--- src/rtl/encoder_pkg.sv ---
// encoder_pkg: shared types and constants for the one-hot encoder stream.
package encoder_pkg;
    localparam int N_DEF = 4;
    localparam int W_DEF = $clog2(N_DEF);
    localparam int ERR_CNT_W = 8;
    localparam logic [ERR_CNT_W-1:0] ERR_CNT_MAX = '1;
    typedef enum logic [1:0] {EMPTY, ONE, TWO} state_t;
endpackage

--- src/rtl/onehot_prio_enc.sv ---
// onehot_prio_enc: combinational highest-bit priority encoder flagging non-one-hot codes.
module onehot_prio_enc #(
    parameter int N = 4,
    parameter int W = $clog2(N)
) (
    input  logic [N-1:0] code,
    output logic [W-1:0] idx,
    output logic         err
);
    always_comb begin
        idx = '0;
        for (int i = 0; i < N; i++)
            if (code[i]) idx = W'(i);
    end
    // zero-hot, or any bit still set after clearing the lowest one
    assign err = ~|code | |(code & (code - 1'b1));
endmodule

--- src/rtl/onehot_encoder_stream.sv ---
// onehot_encoder_stream: one-hot to binary index over valid/ready with a one-entry skid buffer.
// Define ENCODER_ERR_CNT_EN to add the saturating err_cnt output.
module onehot_encoder_stream
    import encoder_pkg::*;
#(
    parameter int N = N_DEF,
    parameter int W = $clog2(N)
) (
    input  logic         clk,
    input  logic         rst,
    input  logic         in_valid,
    output logic         in_ready,
    input  logic [N-1:0] in_code,
    output logic         out_valid,
    input  logic         out_ready,
    output logic [W-1:0] out_idx,
    output logic         out_err
`ifdef ENCODER_ERR_CNT_EN
    ,
    output logic [ERR_CNT_W-1:0] err_cnt
`endif
);
    state_t state;
    logic [W-1:0] enc_idx, skid_idx;
    logic enc_err, skid_err;
    logic acc, pop;

    assign acc = in_valid & in_ready;
    assign pop = out_valid & out_ready;

    onehot_prio_enc #(.N(N), .W(W)) u_enc (
        .code(in_code),
        .idx (enc_idx),
        .err (enc_err)
    );

    // in_ready and out_valid are registered alongside the state they mirror
    always_ff @(posedge clk or posedge rst) begin
        if (rst) begin
            state     <= EMPTY;
            in_ready  <= 1'b1;
            out_valid <= 1'b0;
            out_idx   <= '0;
            out_err   <= 1'b0;
            skid_idx  <= '0;
            skid_err  <= 1'b0;
        end else begin
            case (state)
                EMPTY: if (acc) begin
                    state     <= ONE;
                    out_valid <= 1'b1;
                    out_idx   <= enc_idx;
                    out_err   <= enc_err;
                end
                ONE: if (acc && pop) begin
                    out_idx <= enc_idx;
                    out_err <= enc_err;
                end else if (acc) begin
                    state    <= TWO;
                    in_ready <= 1'b0;
                    skid_idx <= enc_idx;
                    skid_err <= enc_err;
                end else if (pop) begin
                    state     <= EMPTY;
                    out_valid <= 1'b0;
                end
                TWO: if (pop) begin
                    state    <= ONE;
                    in_ready <= 1'b1;
                    out_idx  <= skid_idx;
                    out_err  <= skid_err;
                end
                default: begin
                    state     <= EMPTY;
                    in_ready  <= 1'b1;
                    out_valid <= 1'b0;
                end
            endcase
        end
    end

`ifdef ENCODER_ERR_CNT_EN
    always_ff @(posedge clk or posedge rst) begin
        if (rst)
            err_cnt <= '0;
        else if (acc && enc_err && err_cnt != ERR_CNT_MAX)
            err_cnt <= err_cnt + 1'b1;
    end
`endif
endmodule

--- config.mk ---
export PLATFORM = sky130hd
export DESIGN_NAME = onehot_encoder_stream
export DESIGN_NICKNAME = d
export VERILOG_FILES = /design/src/rtl/encoder_pkg.sv /design/src/rtl/onehot_prio_enc.sv /design/src/rtl/onehot_encoder_stream.sv
export SDC_FILE = /design/constraint.sdc
export NUM_CORES = 1
export LEC_CHECK = 0
export BUFFER_PORTS_ARGS = -buffer_cell sky130_fd_sc_hd__buf_2
export CELL_PAD_IN_SITES_DETAIL_PLACEMENT = 1
export CELL_PAD_IN_SITES_GLOBAL_PLACEMENT = 1
export CORE_MARGIN = 5
export CORE_UTILIZATION = 37
export CTS_BUF_LIST = sky130_fd_sc_hd__clkbuf_8 sky130_fd_sc_hd__clkbuf_16
export CTS_CLUSTER_SIZE = 30
export DETAILED_ROUTE_END_ITERATION = 10
export PLACE_DENSITY = 0.78
export SETUP_SLACK_MARGIN = 0.05
export SLEW_MARGIN = 20
export SYNTH_ARGS = -nofsm -noshare
export SYNTH_HDL_FRONTEND = slang
export SYNTH_SLANG_ARGS = --single-unit
--- constraint.sdc ---
create_clock -name clk -period 2.17 [get_ports clk]
set_clock_uncertainty 0.15 [all_clocks]
set_input_delay 0.434 -clock clk [delete_from_list [all_inputs] [get_ports clk]]
set_output_delay 0.434 -clock clk [all_outputs]
set_load 0.1 [all_outputs]
==> impl_metrics.sql <==
INSERT INTO impl_metrics (metric_group, metric, value, unit) VALUES
('outcome', 'run_status', 'completed', ''),
('routing', 'drt-total-wl', '1.29', 'mm'),
('sta', 'grt_setup_unrepaired', 'no', ''),
('setup_path', 'rr_startpoint', 'in_ready', ''),
('floorplanning', 'die-height', '48.2', 'um'),
('floorplanning', 'die-area', '2330', 'um2'),
('sta', 'count_of_final_setup_violators', '0', ''),
('floorplanning', 'core.rowCount', '13', ''),
('floorplanning', 'effective_utilization_at_floorplan', '40.5', '%'),
('pwr', 'power-per-cell-area', '658', 'nW/um2'),
('routing', 'via_count', '451', ''),
('setup_path', 'worst-path-stages', '1', ''),
('logic_synthesis', 'ys_top_cells_by_count', 'sky130_fd_sc_hd__dfrtp_1, sky130_fd_sc_hd__a21oi_1, sky130_fd_sc_hd__nor2_1', ''),
('sta', 'final.min_clock_period', '1.79', 'ns'),
('setup_path', 'data_required_time_at_the_worst_endpoint', '1.59', 'ns'),
('setup_path', 'rrSetupSlack', '0.51', 'ns'),
('logic_synthesis', 'ys_async_sr_fraction', '100', '%'),
('clock_tree', 'clkTransAtPathRegs', '0.05', 'ns'),
('setup_path', 'crit_chain', 'buf_2', ''),
('logic_synthesis', 'yosys_warnings', '0', ''),
('global_route', 'grt_max_degree', '11', ''),
('clock_tree', 'cts_num_sinks', '10', ''),
('clock_tree', 'ctsHoldBuffers', '0', ''),
('routing', 'drt_iter0_drc', '1', ''),
('sta', 'finalCritPeriodShare', '82.6', '%'),
('sta', 'holdWs', '0.0128', 'ns'),
('routing', 'route.detailed.wl_per_inst', '15.3', 'um'),
('routing', 'post-route-drc-count', '0', ''),
('logic_synthesis', 'seq_area_frac_synth', '46.5', '%'),
('sta', 'relSlewSlack', '67.1', '%'),
('setup_path', 'critPathArrivalTime', '1.21', 'ns'),
('setup_path', 'setup.worst_path.class', 'register to output port', ''),
('job', 'timing.max_cap.violations', '0', ''),
('clock_tree', 'cts_tree', 'built', ''),
('logic_synthesis', 'avgSynthCellArea', '10.0', 'um2'),
('setup_path', 'worst-path-max-fanout', '4', ''),
('setup_path', 'crit_path_start', 'in_ready', ''),
('routing', 'drt-pass1-iter-count', '2', ''),
('setup_path', 'setup.worst_path.end_class', 'output port', ''),
('pwr', 'power.ir.vdd_worst', '0.533', 'mV'),
('sta', 'hold_viol_final', '0', ''),
('cells_and_area', 'nets', '78', ''),
('floorplanning', 'chipWidth', '48.2', 'um'),
('setup_path', 'critical-path-slowest-cell', 'sky130_fd_sc_hd__dfstp_2', ''),
('logic_synthesis', 'synth_top_flop_cell', 'sky130_fd_sc_hd__dfrtp_1', ''),
('clock_tree', 'cts.repair.resized', '0', ''),
('cells_and_area', 'antennaDiodeCount', '0', ''),
('logic_synthesis', 'syn_area', '541', 'um2'),
('cells_and_area', 'drive_above_1_share', '36.2', '%'),
('logic_synthesis', 'most_instantiated_library_cell_after_synthesis', 'sky130_fd_sc_hd__dfrtp_1', ''),
('global_route', 'grt_pass1_vias', '489', ''),
('routing', 'drtAntennaViolNets', '0', ''),
('sta', 'maxSlewViolCount', '0', ''),
('logic_synthesis', 'netlist.area_leader.share', '41.7', '%'),
('setup_path', 'worstPathBufferInverterCount', '1', ''),
('clock_tree', 'cts_h_tree_depth', '1', ''),
('floorplanning', 'boundaryPins', '13', ''),
('sta', 'worst-slew-pin-transition', '0.497', 'ns'),
('sta', 'tns_setup', '0', 'ns'),
('logic_synthesis', 'number_of_standard_cells_after_synthesis', '54', ''),
('global_route', 'overall_track_demand_over_capacity_in_global_routing', '14.4', '%'),
('logic_synthesis', 'synth_seq_cells', '10', ''),
('sta', 'fmax', '558', 'MHz'),
('logic_synthesis', 'synth_top_cells_by_area', 'sky130_fd_sc_hd__dfrtp_1, sky130_fd_sc_hd__a21oi_1, sky130_fd_sc_hd__o32ai_4', ''),
('setup_path', 'timing.critical_path.from_type', 'register', ''),
('clock_tree', 'cts-buffers-inserted', '3', ''),
('global_route', 'grt_antenna_before_repair', '0', ''),
('setup_path', 'worst_r2r_endpoint', 'out_idx[0]', ''),
('min_path', 'hp-class', 'input port to async pin', ''),
('cells_and_area', 'areaGrowthSynthToFinish', '24.1', '%'),
('clock_tree', 'clock_latency_on_the_worst_skew_pair', '0.24', 'ns');
worst reg2reg max path: stages (launching register included):
cell and delay, ns:
sky130_fd_sc_hd__dfstp_2 0.54, sky130_fd_sc_hd__nand2_1 0.16, sky130_fd_sc_hd__o32ai_4 0.36, sky130_fd_sc_hd__mux2_4 0.33
layout by cell type, fill, tap and decap left out, drive strengths merged:
cell / Yosys / layout
o21ai: 1 / 1
mux2i: 2 / 2
o32ai: 1 / 1
nand2b: 1 / 1
a21boi: 2 / 2
dfrtp: 9 / 9
dfstp: 1 / 1
nor4b: 2 / 2
inv: 2 / 2
xor2: 1 / 1
a211oi: 1 / 1
o22ai: 1 / 1
or2: 1 / 1
nand2: 6 / 6
nor2: 8 / 8
buf: 1 / 12
a21oi: 8 / 8
a31oi: 2 / 2
clkbuf: 0 / 4
mux2: 3 / 3
nand3b: 1 / 1
cell type report:
| cell class | count | area, um2 |
|---|---|---|
| Tap cell | 15 | 18.8 |
| Clock buffer | 4 | 55.1 |
| Fill cell | 157 | 663 |
| Inverter | 2 | 7.51 |
| Multi-Input combinational cell | 41 | 277 |
| Timing Repair Buffer | 12 | 60.1 |
| Sequential cell | 10 | 253 |
state kept, by name (all words and copies together), names as in the netlist:
| name | cells |
|---|---|
| out_idx | 2 |
| skid_idx | 2 |
| state | 2 |
| in_ready | 1 |
| out_err | 1 |
| out_valid | 1 |
| skid_err | 1 |
per-layer routing:
metal	wire, um	vias up	part of all wire, %	GRT usage [%]
met5	0	-	0	0
met4	29	0	2.2	8.06
met3	76	4	5.9	6.64
met2	674	12	52	24.0
met1	508	213	39	15.0
li1	-	222	-	-
metrics by stage:
stage / instance area (um2) / std cells / utilization (%) / power [uW] / setup slack [ns]
4_1_cts: 671 / 84 / 50.3 / 448 / 0.370
5_1_grt: 671 / 84 / 50.3 / 461 / 0.347
3_5_place_dp: 616 / 80 / 46.2 / 212 / 0.487
6_report: 671 / 84 / 50.3 / 441 / 0.378
3_3_place_gp: 616 / 80 / 46.2 / 211 / 0.535
2_1_floorplan: 542 / 54 / - / 199 / 0.139
how the worst min path moves through the flow:
stage / from / endpoint / slack [ns] / cells past startpoint
finish: rst / out_idx[0] / 0.01 / 2
global route: rst / out_err / 0.05 / 2
CTS: rst / out_idx[0] / 0.02 / 2
detailed placement: rst / out_idx[1] / 0.27 / 2
global placement: rst / out_idx[1] / 0.28 / 2
floorplan: rst / out_err / 0.12 / 1
where the power goes:
part / leakage [uW] / total, uW / switching, uW / internal (uW)
Clock: 0.0000288 / 232 / 72.9 / 159
Sequential: 0.000129 / 187 / 0 / 187
Combinational: 0.000147 / 21.7 / 13.0 / 8.64
kinds of logic (layout without fill, tap and decap cells):
logic type / after synthesis / in the layout / synth area share [%]
compound gates: 16 / 16 / 21.8
buf+inv: 3 / 18 / 2.31
simple gates: 19 / 19 / 17.1
flops: 10 / 10 / 46.5
xor+xnor: 1 / 1 / 1.62
mux: 5 / 5 / 10.6
Power figures use the tool's default switching activity.
